$ cat src/rtl/dequant_pkg.sv
// Shared widths and types for the int8 dequantizer.
// Optional feature macro: DEQUANT_ROUND_EN (round-half-up instead of floor).
package dequant_pkg;

  localparam int Q_W     = 8;
  localparam int MULT_W  = 15;
  localparam int SHIFT_W = 4;
  localparam int ACC_W   = 24;
  localparam int WORD_W  = 32;
  localparam int LANES   = 4;

  // Scaling parameters captured with each accepted word.
  typedef struct packed {
    logic [MULT_W-1:0]  mult;
    logic [SHIFT_W-1:0] shift;
    logic [Q_W-1:0]     zero_point;
  } qparams_t;

  // Index of the final valid lane for a byte count where 0 encodes 4.
  function automatic logic [1:0] last_lane_of(input logic [1:0] nbytes);
    return 2'(nbytes - 2'd1);
  endfunction

endpackage

$ cat src/rtl/dequant_int8_byte_unpack.sv
// Word register and lane sequencer: presents one byte per enabled cycle and
// raises in_ready so the next word can load on the edge the last lane leaves.
//
// Handshake: a word transfers on a clock edge where in_valid & in_ready are
// both high; in_valid must then hold the word stable until that edge.
module byte_unpack
  import dequant_pkg::*;
(
  input  logic              clk,
  input  logic              rst_n,
  input  logic              en,
  input  logic              in_valid,
  output logic              in_ready,
  input  logic [WORD_W-1:0] in_data,
  input  logic [1:0]        in_nbytes,
  input  logic              in_last,
  input  qparams_t          in_params,
  output logic              byte_valid,
  output logic [Q_W-1:0]    byte_data,
  output logic              byte_last,
  output qparams_t          byte_params
);

  logic [WORD_W-1:0] word;
  logic [1:0]        lane;
  logic [1:0]        last_lane;
  logic              word_last;
  logic              full;
  logic              rst_released;
  qparams_t          params;

  logic at_last_lane;
  logic accept;

  // Readiness: empty, or the final lane leaves on this edge.
  always_comb begin
    at_last_lane = (lane == last_lane);
    in_ready     = rst_released & en & (~full | at_last_lane);
    accept       = in_valid & in_ready;
  end

  // Hold in_ready low until the first edge after reset releases.
  always_ff @(posedge clk or negedge rst_n) begin
    if (!rst_n) rst_released <= 1'b0;
    else        rst_released <= 1'b1;
  end

  // Load a new word or step through the lanes of the current one.
  always_ff @(posedge clk or negedge rst_n) begin
    if (!rst_n) begin
      word      <= '0;
      lane      <= '0;
      last_lane <= '0;
      word_last <= 1'b0;
      full      <= 1'b0;
      params    <= '0;
    end else if (en) begin
      if (accept) begin
        word      <= in_data;
        lane      <= '0;
        last_lane <= last_lane_of(in_nbytes);
        word_last <= in_last;
        full      <= 1'b1;
        params    <= in_params;
      end else if (full) begin
        if (at_last_lane) full <= 1'b0;
        else              lane <= lane + 2'd1;
      end
    end
  end

  // Current lane presented to the arithmetic stages.
  always_comb begin
    byte_valid  = full;
    byte_data   = word[{lane, 3'b000} +: Q_W];
    byte_last   = word_last & at_last_lane;
    byte_params = params;
  end

endmodule

$ cat src/rtl/dequant_int8.sv
// Streaming int8 dequantizer: unpack bytes, subtract zero point, scale, shift.
// Optional feature macro: DEQUANT_ROUND_EN selects round-half-up; otherwise
// the shift truncates toward minus infinity. Latency is the same either way.
//
// Handshake: each side transfers on an edge where valid & ready are high;
// a raised valid holds its data stable until the transfer edge. The whole
// pipeline advances together on en = ~out_valid | out_ready.
module dequant_int8
  import dequant_pkg::*;
(
  input  logic               sclk,
  input  logic               s_rst_n,
  input  logic               in_valid,
  output logic               in_ready,
  input  logic [WORD_W-1:0]  in_data,
  input  logic [1:0]         in_nbytes,
  input  logic               in_last,
  input  logic [MULT_W-1:0]  mult,
  input  logic [SHIFT_W-1:0] shift,
  input  logic [Q_W-1:0]     zero_point,
  output logic               out_valid,
  input  logic               out_ready,
  output logic [ACC_W-1:0]   out_data,
  output logic               out_last
);

  logic     en;
  qparams_t in_params;
  logic     byte_valid;
  logic [Q_W-1:0] byte_data;
  logic     byte_last;
  qparams_t byte_params;

  // Stall-all enable and parameter bundling.
  always_comb begin
    en        = ~out_valid | out_ready;
    in_params = '{mult: mult, shift: shift, zero_point: zero_point};
  end

  byte_unpack u_unpack (
    .clk         (sclk),
    .rst_n       (s_rst_n),
    .en          (en),
    .in_valid    (in_valid),
    .in_ready    (in_ready),
    .in_data     (in_data),
    .in_nbytes   (in_nbytes),
    .in_last     (in_last),
    .in_params   (in_params),
    .byte_valid  (byte_valid),
    .byte_data   (byte_data),
    .byte_last   (byte_last),
    .byte_params (byte_params)
  );

  // Stage B arithmetic: 9-bit difference times unsigned multiplier.
  logic signed [8:0]  diff;
  logic signed [24:0] diff_x;
  logic signed [24:0] mult_x;
  logic signed [24:0] prod;

  always_comb begin
    diff   = $signed({1'b0, byte_data}) - $signed({1'b0, byte_params.zero_point});
    diff_x = {{16{diff[8]}}, diff};
    mult_x = $signed({10'b0, byte_params.mult});
    prod   = diff_x * mult_x;
  end

  logic                   b_valid;
  logic signed [ACC_W-1:0] b_prod;
  logic [SHIFT_W-1:0]     b_shift;
  logic                   b_last;

  // Stage B register: product plus the shift that belongs to it.
  always_ff @(posedge sclk or negedge s_rst_n) begin
    if (!s_rst_n) begin
      b_valid <= 1'b0;
      b_prod  <= '0;
      b_shift <= '0;
      b_last  <= 1'b0;
    end else if (en) begin
      b_valid <= byte_valid;
      if (byte_valid) begin
        b_prod  <= prod[ACC_W-1:0];
        b_shift <= byte_params.shift;
        b_last  <= byte_last;
      end
    end
  end

  // Stage C arithmetic: optional half-LSB bias, then arithmetic shift in 25 bits.
  logic signed [24:0] p_x;
  logic signed [24:0] shifted;
`ifdef DEQUANT_ROUND_EN
  logic signed [24:0] bias;
  logic signed [24:0] biased;
  always_comb begin
    p_x  = {b_prod[ACC_W-1], b_prod};
    bias = '0;
    if (b_shift != '0) bias = 25'sd1 <<< (b_shift - 4'd1);
    biased  = p_x + bias;
    shifted = biased >>> b_shift;
  end
`else
  always_comb begin
    p_x     = {b_prod[ACC_W-1], b_prod};
    shifted = p_x >>> b_shift;
  end
`endif

  // Stage C register: the output sample, held while downstream stalls.
  always_ff @(posedge sclk or negedge s_rst_n) begin
    if (!s_rst_n) begin
      out_valid <= 1'b0;
      out_data  <= '0;
      out_last  <= 1'b0;
    end else if (en) begin
      out_valid <= b_valid;
      if (b_valid) begin
        out_data <= shifted[ACC_W-1:0];
        out_last <= b_last;
      end
    end
  end

endmodule

$ cat config.mk
export PLATFORM = sky130hd
export DESIGN_NAME = dequant_int8
export DESIGN_NICKNAME = d
export VERILOG_FILES = /design/src/rtl/dequant_pkg.sv /design/src/rtl/dequant_int8_byte_unpack.sv /design/src/rtl/dequant_int8.sv
export SDC_FILE = /design/constraint.sdc
export NUM_CORES = 1
export LEC_CHECK = 0
export CORE_UTILIZATION = 45
export CTS_CLUSTER_SIZE = 14
export DETAILED_ROUTE_END_ITERATION = 8
export GPL_TIMING_DRIVEN = 1
export SLEW_MARGIN = 25
export SYNTH_ARGS = -nofsm -noshare
export SYNTH_HDL_FRONTEND = slang
export SYNTH_SLANG_ARGS = --single-unit
$ cat constraint.sdc
create_clock -name sclk -period 7.6 [get_ports sclk]
set_input_delay 1.52 -clock sclk [delete_from_list [all_inputs] [get_ports sclk]]
set_output_delay 1.52 -clock sclk [all_outputs]
set_load 0.01 [all_outputs]
==> metrics.md <==
| Metric | Value |
|---|---|
| Data arrival, critical path | `7.32 ns` |
| RSZ-0062 raised after global routing | `false` |
| Main flop type after synthesis | `dfrtp_1` |
| Post-Syn Area per Cell | `around 10 um2` |
| FILL cells | `2150` |
| Total grt overflow | `0` |
| EDFF count, synth | `0` |
| Global-route wire length before repair | `39.06 mm` |
| WL per Instance | `16.22 um` |
| Clock transition at the registers of the reported paths | `0.07 ns` |
| Number of gates resized after CTS | `0` |
| Vias per cell | `5.206` |
| 1st-pass router iterations | `5` |
| NumNets Final | `1330` |
| Leading cell type in the layout, fill and taps excluded | `nand2_1` |
| H-tree depth | `4` |
| Layout Skew | `0.01632 ns` |
| DRT iter0 DRCs | `between 300 and 400` |
| Share of layout cells above drive strength 1 | `10.36%` |
| Endpoints failing setup | `0` |
| Fraction of registers with async set or reset after synthesis | `100.0%` |
| Routability cong. | `approximately 0.84` |
| Crit path max fanout | `15` |
| Vias in the first global route | `7631` |
| Status | `finished clean` |
| Port bufs | `approximately 90` |
| FP Rows | `56` |
| CP endpoint kind | `flop` |
| Slew at the pin closest to its max-slew limit | `0.9716 ns` |
| Critical Path RT | `7.92 ns` |
| Sequential-to-total area share from yosys stat | `approximately 28%` |
| Clock latency on the worst-skew pair | `0.43 ns` |
| GR Util All Layers | `roughly a fifth` |
| Area Overhead vs Synth | `16.18%` |
| CTS tree | `built` |
| Largest net degree at the start of global routing | `between 70 and 80` |
| Ys Warns | `0` |
| Commonest non-fill, non-tap cells in the layout | `129 x nand2_1, 122 x dfrtp_1, 94 x inv_1` |
| Fmax | `142.8 MHz` |
| FF+latch count, synth | `~120` |
| Drt total wl | `23.18 mm` |
| DRC | `0` |
| Die Area | `0.02448 mm2` |
| HPWL after DPL | `18.01 mm` |
| Kind of critical path | `flop to flop` |
| Clock Sinks | `122` |
| Setup crit start kind | `flop` |
| Core Box Area | `0.02340 mm2` |
| Tmin final | `7.001 ns` |
| IO Pins | `93` |
| Final Cycle Share | `92.12%` |
| Effective utilization at floorplan | `45.88%` |
| Final Hold Vio Count | `0` |
| Reg area | `0.003053 mm2` |
| Max cap viols | `0` |
| Antenna Nets Post-Route | `0` |
| Initial antenna violation count | `0` |
| Synthesized instance count | `~1000` |
| Post-route cell area | `roughly 0.012 mm2` |
| Ant. Diodes | `0` |
| Hold Buf Count CTS | `0` |
| Post-CTS Repair Setup Buffers | `0` |
| Hold Crit Class | `flop to flop` |
| Setup TNS | `0 ns` |
| Syn_nets | `1266` |
| CTS Root Cell | `clkbuf_16` |
| Synth cell types | `56` |
| Die H | `156.5 um` |
| Num CTS Buffers | `17` |
| Worst slew margin | `35.23%` |
| Final Max Slew Viols | `0` |
| Multi-input gate area | `0.007027 mm2` |
| Synthesized area | `roughly 0.011 mm2` |
| Clk buf depth | `2` |
| Die W | `156.5 um` |
| Dpl cell area | `approximately 0.012 mm2` |
| Via count | `7439` |
## sequential cells by signal, indices dropped and copies added, names as in the netlist
name and flops:
u_unpack.byte_valid 1, b_shift 4, u_unpack.rst_released 1, u_unpack.last_lane 2
u_unpack.lane 2, b_valid 1, out_data 24, b_prod 24
u_unpack.word_last 1, out_last 1, u_unpack.word 32, b_last 1
out_valid 1, u_unpack.byte_params 27
## per-layer routing
metal | GRT usage (%) | up-vias | part of all wire [%]
met4 | 5.042 | 0 | 0.93
met3 | 3.628 | 14 | 3.6
li1 | - | 3570 | -
met2 | 33.35 | 121 | 48
met5 | 0 | - | 0
met1 | 28.86 | 3734 | 48
## metrics by stage
step | worst slack (ns) | hold WS (ns) | cells | utilization, %
2_1_floorplan | 0.7644 | 0.4331 | 1033 | -
3_3_place_gp | 0.6642 | 0.4409 | 1397 | 50.81
3_5_place_dp | 0.5999 | 0.4500 | 1397 | 50.81
4_1_cts | 0.5769 | 0.4608 | 1429 | 53.28
5_1_grt | 0.1996 | 0.4997 | 1429 | 53.30
6_report | 0.5991 | 0.4566 | 1429 | 53.30
## worst paths after layout
path | from | to | slack, ns | cells past startpoint
hold reg to reg | u_unpack.byte_params[9] | b_shift[1] | 0.46 | 2
setup / recovery | u_unpack.lane[0] | b_prod[18] | 0.60 | 25
hold / removal | u_unpack.byte_params[9] | b_shift[1] | 0.46 | 2
setup reg to reg | u_unpack.lane[0] | b_prod[18] | 0.60 | 25
max in group asynchronous | s_rst_n | b_prod[12] | 5.31 | 2
min in group asynchronous | s_rst_n | u_unpack.byte_params[12] | 1.12 | 1
## Yosys cell counts, types with 3 or more instances
library cell | n | area share, %
o21ai_0 | 38 | 1.8
buf_4 | 3 | 0.21
buf_6 | 6 | 0.63
ha_1 | 74 | 8.6
nor2_1 | 31 | 1.1
xor2_1 | 9 | 0.73
nand2b_1 | 47 | 2.7
o211ai_1 | 3 | 0.21
and2_1 | 48 | 2.8
dfrtp_1 | 122 | 28
nor2b_1 | 6 | 0.35
a211oi_1 | 4 | 0.28
and3_1 | 3 | 0.17
mux2_2 | 26 | 2.7
clkbuf_1 | 45 | 1.6
xnor2_1 | 10 | 0.82
o21ai_1 | 16 | 0.75
inv_1 | 94 | 3.3
a21oi_1 | 32 | 1.5
or2_2 | 3 | 0.17
nand3b_1 | 3 | 0.21
o31ai_1 | 7 | 0.49
nand2_1 | 130 | 4.5
o21a_1 | 6 | 0.42
nor3_1 | 7 | 0.33
mux2i_1 | 23 | 2.1
fa_1 | 93 | 17
nor3b_1 | 15 | 1.0
mux2_1 | 48 | 5.0
a21o_1 | 10 | 0.70
mux4_2 | 29 | 6.1
nand3_1 | 3 | 0.14
buf_2 | 8 | 0.37
## cells by family (layout without fill, tap and decap cells)
kind of cell,Yosys count,in the layout,synth area share [%]
multiplexers,126,126,15.99
flip-flops,122,122,28.43
adder cells (fa/ha/maj),167,167,25.96
buffers and inverters,158,235,6.141
other,1,1,0.03493
AO/OA/AOI/OAI,136,136,7.691
AND/OR/NAND/NOR,303,303,14.04
XOR/XNOR,20,20,1.701
## worst max-delay path: stages (launching register included)
cell	delay (ns)
dfrtp_1	0.43
buf_4	0.17
mux4_2	0.51
ha_1	0.28
nor2b_1	0.12
o21ai_1	0.16
a21boi_1	0.09
o21ai_1	0.21
nor3b_1	0.37
buf_12	0.19
nor3b_1	0.07
fa_1	0.55
inv_1	0.05
fa_1	0.47
inv_1	0.05
fa_1	0.50
fa_1	0.54
inv_1	0.05
fa_1	0.52
inv_1	0.04
ha_1	0.34
nand2_1	0.09
o21ai_1	0.15
a22oi_1	0.44
a21boi_0	0.22
o31ai_1	0.26
## cell type report
class / instances / share of cell area, %
clock buffers: 17 / 3.411
well taps: 319 / 3.200
clock inverters: 15 / 1.234
multi-input cells: 753 / 56.33
inverters: 94 / 2.829
flip-flops and latches: 122 / 24.48
repair buffers: 109 / 8.516
Power is left out: the tool's default activity adds up to more than one toggle a clock period on the data nets, which glitch-free logic cannot reach.
